### config.mk
export PLATFORM = sky130hd
export DESIGN_NAME = spi_mosi_feeder
export DESIGN_NICKNAME = d
export VERILOG_FILES = /design/src/rtl/spi_mosi_feeder.sv
export SDC_FILE = /design/constraint.sdc
export NUM_CORES = 1
export LEC_CHECK = 0
export BUFFER_PORTS_ARGS = -buffer_cell sky130_fd_sc_hd__buf_2
export CORE_ASPECT_RATIO = 0.5
export CORE_MARGIN = 2
export CORE_UTILIZATION = 53
export CTS_CLUSTER_DIAMETER = 80
export DETAILED_ROUTE_END_ITERATION = 7
export PLACE_DENSITY = 0.88
export SLEW_MARGIN = 0
export SYNTH_ARGS = -nofsm -noshare
export SYNTH_HDL_FRONTEND = slang
export SYNTH_SLANG_ARGS = --single-unit
### constraint.sdc
create_clock -name clk_i -period 2.8 [get_ports clk_i]
set_clock_uncertainty 0.05 [all_clocks]
set_input_delay 0.56 -clock clk_i [delete_from_list [all_inputs] [get_ports clk_i]]
set_output_delay 0.56 -clock clk_i [all_outputs]
set_load 0.01 [all_outputs]
### src/rtl/spi_mosi_feeder.sv
// Byte-FIFO fed MSB-first serializer producing MOSI and frame length for spi_master2v0.
// Optional macro SPI_FEEDER_DUMMY_FILL_EN: substitute 8'hFF on FIFO underrun instead of stalling.
module spi_mosi_feeder #(
   parameter int FIFO_DEPTH = 4,
   parameter int LEN_W      = 13
) (
   input  logic                        clk_i,
   input  logic                        rst_i,
   input  logic                        wr_valid_i,
   input  logic [7:0]                  wr_data_i,
   output logic                        wr_ready_o,
   input  logic                        start_i,
   input  logic [LEN_W-1:0]            frame_bits_i,
   input  logic                        abort_i,
   input  logic                        bit_en_i,
   output logic                        mosi_o,
   output logic [LEN_W-1:0]            data_size_o,
   output logic                        busy_o,
   output logic                        done_o,
   output logic                        underrun_o,
   output logic [$clog2(FIFO_DEPTH):0] fifo_level_o
);

   localparam int PTR_W = $clog2(FIFO_DEPTH);
   localparam int LVL_W = PTR_W + 1;

   typedef enum logic [1:0] {IDLE, SHIFT, STALL, DONE} state_t;

   state_t           state, state_n;

   logic [7:0]       mem [FIFO_DEPTH];
   logic [PTR_W-1:0] wr_ptr, rd_ptr;
   logic [LVL_W-1:0] level;
   logic             full, empty, push, pop;
   logic [7:0]       head;

   logic [7:0]       sreg, sreg_n;
   logic [2:0]       bit_idx, bit_idx_n;
   logic [LEN_W-1:0] remaining, remaining_n;
   logic [LEN_W-1:0] data_size, data_size_n;
   logic             underrun, underrun_n;
   logic             done, done_n;
   logic             need_byte;

   // Ready depends on level only, so a full FIFO refuses a write even on a pop cycle.
   assign full  = (level == LVL_W'(FIFO_DEPTH));
   assign empty = (level == '0);
   assign push  = wr_valid_i && !full;
   assign head  = mem[rd_ptr];

   always_ff @(posedge clk_i) begin
      if (push) begin
         mem[wr_ptr] <= wr_data_i;
      end
   end

   always_ff @(posedge clk_i or negedge rst_i) begin
      if (!rst_i) begin
         wr_ptr <= '0;
         rd_ptr <= '0;
         level  <= '0;
      end else begin
         if (push) wr_ptr <= wr_ptr + PTR_W'(1);
         if (pop)  rd_ptr <= rd_ptr + PTR_W'(1);
         case ({push, pop})
            2'b10:   level <= level + LVL_W'(1);
            2'b01:   level <= level - LVL_W'(1);
            default: level <= level;
         endcase
      end
   end

   always_ff @(posedge clk_i or negedge rst_i) begin
      if (!rst_i) begin
         state     <= IDLE;
         sreg      <= '0;
         bit_idx   <= '0;
         remaining <= '0;
         data_size <= '0;
         underrun  <= 1'b0;
         done      <= 1'b0;
      end else begin
         state     <= state_n;
         sreg      <= sreg_n;
         bit_idx   <= bit_idx_n;
         remaining <= remaining_n;
         data_size <= data_size_n;
         underrun  <= underrun_n;
         done      <= done_n;
      end
   end

   always_comb begin
      state_n     = state;
      sreg_n      = sreg;
      bit_idx_n   = bit_idx;
      remaining_n = remaining;
      data_size_n = data_size;
      underrun_n  = underrun;
      done_n      = 1'b0;
      pop         = 1'b0;
      need_byte   = 1'b0;

      case (state)
         IDLE: begin
            if (start_i) begin
               if (frame_bits_i == '0) begin
                  done_n      = 1'b1;
                  data_size_n = '0;
               end else begin
                  remaining_n = frame_bits_i;
                  data_size_n = frame_bits_i;
                  bit_idx_n   = '0;
                  underrun_n  = 1'b0;
                  need_byte   = 1'b1;
               end
            end
         end
         SHIFT: begin
            if (abort_i) begin
               state_n = IDLE;
            end else if (bit_en_i) begin
               remaining_n = remaining - LEN_W'(1);
               if (remaining == LEN_W'(1)) begin
                  // Leftover bits of a partially used byte are simply dropped.
                  state_n = DONE;
                  done_n  = 1'b1;
               end else if (bit_idx == 3'd7) begin
                  bit_idx_n = '0;
                  need_byte = 1'b1;
               end else begin
                  sreg_n    = {sreg[6:0], 1'b0};
                  bit_idx_n = bit_idx + 3'd1;
               end
            end
         end
         STALL: begin
            if (abort_i) begin
               state_n = IDLE;
            end else if (!empty) begin
               pop     = 1'b1;
               sreg_n  = head;
               state_n = SHIFT;
            end
         end
         DONE: begin
            state_n = IDLE;
         end
         default: begin
            state_n = IDLE;
         end
      endcase

      // Shared byte-fetch path for frame start and byte-boundary reloads.
      if (need_byte) begin
         if (!empty) begin
            pop     = 1'b1;
            sreg_n  = head;
            state_n = SHIFT;
         end else begin
            underrun_n = 1'b1;
`ifdef SPI_FEEDER_DUMMY_FILL_EN
            sreg_n     = 8'hFF;
            state_n    = SHIFT;
`else
            state_n    = STALL;
`endif
         end
      end
   end

   assign mosi_o       = (state == SHIFT) && sreg[7];
   assign busy_o       = (state == SHIFT) || (state == STALL);
   assign done_o       = done;
   assign underrun_o   = underrun;
   assign data_size_o  = data_size;
   assign fifo_level_o = level;
   assign wr_ready_o   = !full;

endmodule

* Word level (Yosys, flattened, before mapping) *
Memories as Yosys holds them, arrays and structs flattened.
Cells that the tools add are included.

storage, ports and cells
  logic and storage cells = 103
  memories kept = 1
  bits of input ports = 27
  memory bits (writable) = 32
  register bits = 48

memories
  memory  words  width  read ports  clocked after memory_dff  wr ports  line  RTL
  mem     4      8      1           0                         1         31    logic [7:0] mem [FIFO_DEPTH];

cells by class
  reduce and logical (&&, ||, !) cells = 14
  add/sub/neg operators = 6
  multiplexer cells = 56
  equal/unequal tests = 16

operator list
  cell                                                                  count
  13-bit 2-to-1 mux                                                     5
  8-bit 2-to-1 mux                                                      8
  13-bit one-hot mux with 2 select lines                                1
  1-bit 2-to-1 mux                                                      23
  3-bit 2-to-1 mux                                                      6
  8-bit one-hot mux with 2 select lines                                 1
  2-bit 2-to-1 mux                                                      7
  13-bit by 1-bit == test with 1-bit output, second input constant      1
  13-bit zero test                                                      1
  13-bit by 1-bit subtractor with 13-bit output, second input constant  1
  4-bit != test, second input constant                                  3
  3-bit one-hot mux with 2 select lines                                 2
  2-bit != test, second input constant                                  5
  3-bit by 1-bit adder with 3-bit output, second input constant         2
  2-bit == test, second input constant                                  3
  3-bit == test, second input constant                                  2
  2-bit one-hot mux with 3 select lines                                 1
  6-bit AND reduction                                                   1
  5-bit AND reduction                                                   1
  2-bit by 1-bit adder with 2-bit output, second input constant         2
  2-bit by 1-bit == test with 1-bit output, second input constant       2
  1-bit one-hot mux with 2 select lines                                 2
  4-bit AND reduction                                                   1
  2-bit nonzero test                                                    2
  8 further kinds                                                       9

* Logic depth before layout (Yosys ltp) *
  depth in word-level cells = 9
  gate-level depth with buffers = 13

* Least setup slack after synthesis *
Ideal clock, no wire load.

  kind = register -> register
  start = reg state[1]
  end = reg level[2], in the netlist fifo_level_o[2]
  data required time = 2.671 ns
  stages on the path, launching flop included = 14
  path buffers = 1
  slack = 0.130 ns
  data arrival time = 2.541 ns
  cell sequence = dfrtp_1 > inv_1 > ha_1 > buf_2 > clkinv_1 > nor2_1 > a32o_1 > a21o_1 > ha_1 > inv_1 > fa_1 > xor2_1 > nor2_1 > xor2_1

between the ends
  word-level cells in the longest chain between the ends = 6

ends and longest elaborated chain
  element                                                                      line  RTL
  start, declared                                                              29    state_t state, state_n;
  start signal, assigned                                                       83    state <= state_n;
  2-bit == test                                                                104   case (state)
  1-bit 2-to-1 mux                                                             104
  1-bit 2-to-1 mux                                                             156   if (!empty) begin
  1-bit 2-to-1 mux *                                                           155   if (need_byte) begin
  named net pop                                                                34    logic full, empty, push, pop;
  2-bit by 1-bit == test with 1-bit output or 2-bit == test (tied branches)    65    case ({push, pop})
  3-bit one-hot mux with 2 select lines or 2-bit nonzero test (tied branches)  n/a
  end signal, assigned                                                         66    2'b10: level <= level + LVL_W'(1);
  end signal, assigned                                                         67    2'b01: level <= level - LVL_W'(1);
  end signal, assigned                                                         68    default: level <= level;
  end, declared                                                                33    logic [LVL_W-1:0] level;

The timed path passes the listed nets; every way through them passes the cells marked *.
A chain may end at the register's enable or synchronous reset.

* Worst setup path in the final report *
Same ends and word-level chain as after synthesis.

==> impl_metrics.csv <==
group,metric,value,unit
logic_synthesis,ys_top_cells_by_area,"dfrtp_1, edfxtp_1, mux4_2",
placement,io_buffers,47,
sta,period_share,0.9365,
pwr,peakVddDrop,0.0005049,V
sta,fmax,381.4,MHz
global_routing,grt_start_max_net_pins,46,
floorplan,dieArea,0.008563,mm^2
final_layout,nets,455,
sta,max_slew_margin,0.4989,
final_layout,fillers,563,
sta,setup_viol,0,
job,cap_violations,0,
critical_path,crit_arrival,2.84,ns
global_routing,gr-total-overflow,0,
placement,place_inst,497,
final_layout,syn_to_final_growth,16.74,%
floorplan,num_io_pins,48,
routing,num_vias,3156,
floorplan,initial_utilization,0.5561,
routing,final_antenna_net_count,0,
hold_path,hp-class,"input pin to asynchronous set/reset pin",
clocking,clock_tree.root_cell,"clkbuf_16",
routing,firstDrtPassIters,4,
logic_synthesis,synth_nets,398,
logic_synthesis,synth_seq_cells,80,
critical_path,path_class,"flop to flop",
placement,hpwl,6069,um
floorplan,dieWidth,128.9,um
clocking,cts.sinks,80,
critical_path,crit_path_end_kind,"flop",
logic_synthesis,synth_flop_cell,"dfrtp_1",
logic_synthesis,synth_enable_flop_cells,32,
sta,fin_setup_tns,0,ns
clocking,h-tree-depth,3,
logic_synthesis,async_flop_share,0.6000,
final_layout,diodes,0,
critical_path,cp-start-kind,"flop",
routing,drt_iter0_drc,189,
logic_synthesis,synth.distinct_cells,60,
placement,pre_cts_slack,0.05882,ns
logic_synthesis,synth_area_leader_cell,"dfrtp_1",
final_layout,final_core_util,0.6492,
global_routing,grt.total_usage,0.2267,
sta,drv_slew,0,
sta,period_needed,2.622,ns
status,status,"completed",
logic_synthesis,yosys.area.top_type_share,0.2906,
critical_path,worstPathRequired,3.01,ns
logic_synthesis,synth.avg_cell_area,11.61,um^2
logic_synthesis,synth_area,0.004133,mm^2
logic_synthesis,yosys_warnings,0,
global_routing,antenna_found_initial,0,
critical_path,worstPathMaxFanout,5,
sta,tightest_slew,0.7488,ns
placement,placed_cell_area,0.004523,mm^2
clocking,cts_tree,"yes",
placement,gp_congestion,0.8620,
routing,drcViolationCount,0,
floorplan,core,0.007432,mm^2
floorplan,die_h,66.44,um
global_routing,grt_pass1_wl,14700,um
clocking,clock_latency,0.34,ns
final_layout,layout-drive-gt1-share,0.2584,
global_routing,grt_pass1_vias,3044,
sta,hold_ws,0.08735,ns
clocking,cts_made_buffers,9,
sta,rsz0062_at_grt,"yes",
clocking,cts_hold_repair.buffers,0,
clocking,cts_buffer_depth,2,
clocking,clkTransAtPathRegs,0.06,ns
routing,vias_per_cell,6.140,
floorplan,rows,22,
final_layout,finalInstanceArea,0.004825,mm^2
final_layout,fin_cells,514,
pwr,finalPower,5.602,mW
pwr,cellPowerDensity,1161,mW/mm^2
pwr,leakage,1.987,nW
routing,wire_per_inst,17.40,um
sta,hold_violations,0,
sta,fin_ws,0.1778,ns
logic_synthesis,synth_cells,356,
logic_synthesis,yosysSeqAreaShare,0.5232,
routing,wl,8945,um
## power by group
part	switching (mW)	total [mW]	internal, mW
Combinational	1.35	2.38	1.03
Sequential	0.400	2.07	1.67
Clock	0.462	1.15	0.687
## flip-flops by register name, indices dropped and copies added, names as in the netlist
| register | count |
|---|---|
| mem | 32 |
| data_size_o | 13 |
| remaining | 13 |
| sreg | 8 |
| bit_idx | 3 |
| fifo_level_o | 3 |
| rd_ptr | 2 |
| state | 2 |
| wr_ptr | 2 |
| done_o | 1 |
| underrun_o | 1 |
## cell usage after synthesis, drive strengths merged, types with 2 or more instances
library cell,instances
nand4,3
nand2,34
a22o,2
a211oi,2
dfrtp,48
mux2,15
o22a,2
o21ai,25
mux4,8
and2,4
ha,14
nor3,9
xnor2,2
a21oi,11
nor4,5
or3,2
nor2b,3
inv,14
o2111ai,2
o22ai,7
a32o,4
buf,5
a32oi,6
and3,6
nand3,11
clkbuf,10
mux2i,5
a22oi,3
edfxtp,32
nand2b,3
o2bb2ai,5
a31oi,11
xor2,3
o211ai,2
nor2,17
## cells in the final DEF, fill, tap and decap left out, types with 13 or more instances in the layout
cell,instances
dfrtp_1,48
buf_2,47
nand2_1,34
edfxtp_1,32
o21ai_0,25
nor2_1,16
mux2_2,15
ha_1,14
buf_4,14
inv_1,13
## path summary, 6_finish.rpt
kind                            slack, ns  cells past startpoint                 start                           to
worst max-delay path                 0.18                     12  state[1]$_DFFE_PN0P_  fifo_level_o[2]$_DFFE_PN0P_
worst min-delay path                 0.09                      1                 rst_i   data_size_o[7]$_DFFE_PN0P_
worst max register to register       0.18                     12  state[1]$_DFFE_PN0P_  fifo_level_o[2]$_DFFE_PN0P_
worst min register to register       0.43                      2  underrun_o$_DFF_PN0_         underrun_o$_DFF_PN0_
max in group asynchronous            1.86                      2                 rst_i         state[0]$_DFFE_PN0P_
min in group clk_i                   0.38                      1          wr_data_i[0]          mem[3][0]$_DFFE_PP_
## worst max-delay path, cell delays in order (launching register included)
cell      delay, ns
dfrtp_1        0.43
inv_2          0.11
ha_1           0.17
clkinv_1       0.10
nor2_2         0.16
a32o_2         0.24
a21o_1         0.20
ha_1           0.22
inv_1          0.07
fa_1           0.37
xor2_1         0.15
nor2_1         0.12
xor2_1         0.16
## routing by layer
layer,wire length (um),GRT usage,share of wire,vias up
met5,0,0,0,-
met4,121,0.07609,0.014,0
met3,525,0.06068,0.059,13
met2,4281,0.3829,0.48,118
met1,4016,0.2871,0.45,1537
li1,-,-,-,1488
## repair_timing
item / in CTS / in global routing
setup endpoints to repair: 0 / 3
buffers inserted: 0 / 1
resized for setup: 0 / 3
## cell type report
cell class                 count  area [um^2]  area share
inverter                      15        56.30     0.01167
sequential                    80         2162      0.4481
tap                           96        120.1     0.02490
clock inverter                 6        61.31     0.01271
timing repair buffer          61        340.3     0.07054
multi-input combinational    246         1856      0.3846
clock buffer                  10        229.0     0.04746
## cells by family after synthesis
kind of cell | synth area share
buffers and inverters | 0.02876
flip-flops | 0.5232
XOR/XNOR | 0.01060
adder cells (fa/ha/maj) | 0.04723
multiplexers | 0.09658
AO/OA/AOI/OAI | 0.1568
AND/OR/NAND/NOR | 0.1368
No activity file was read; power rests on OpenSTA's default activity.
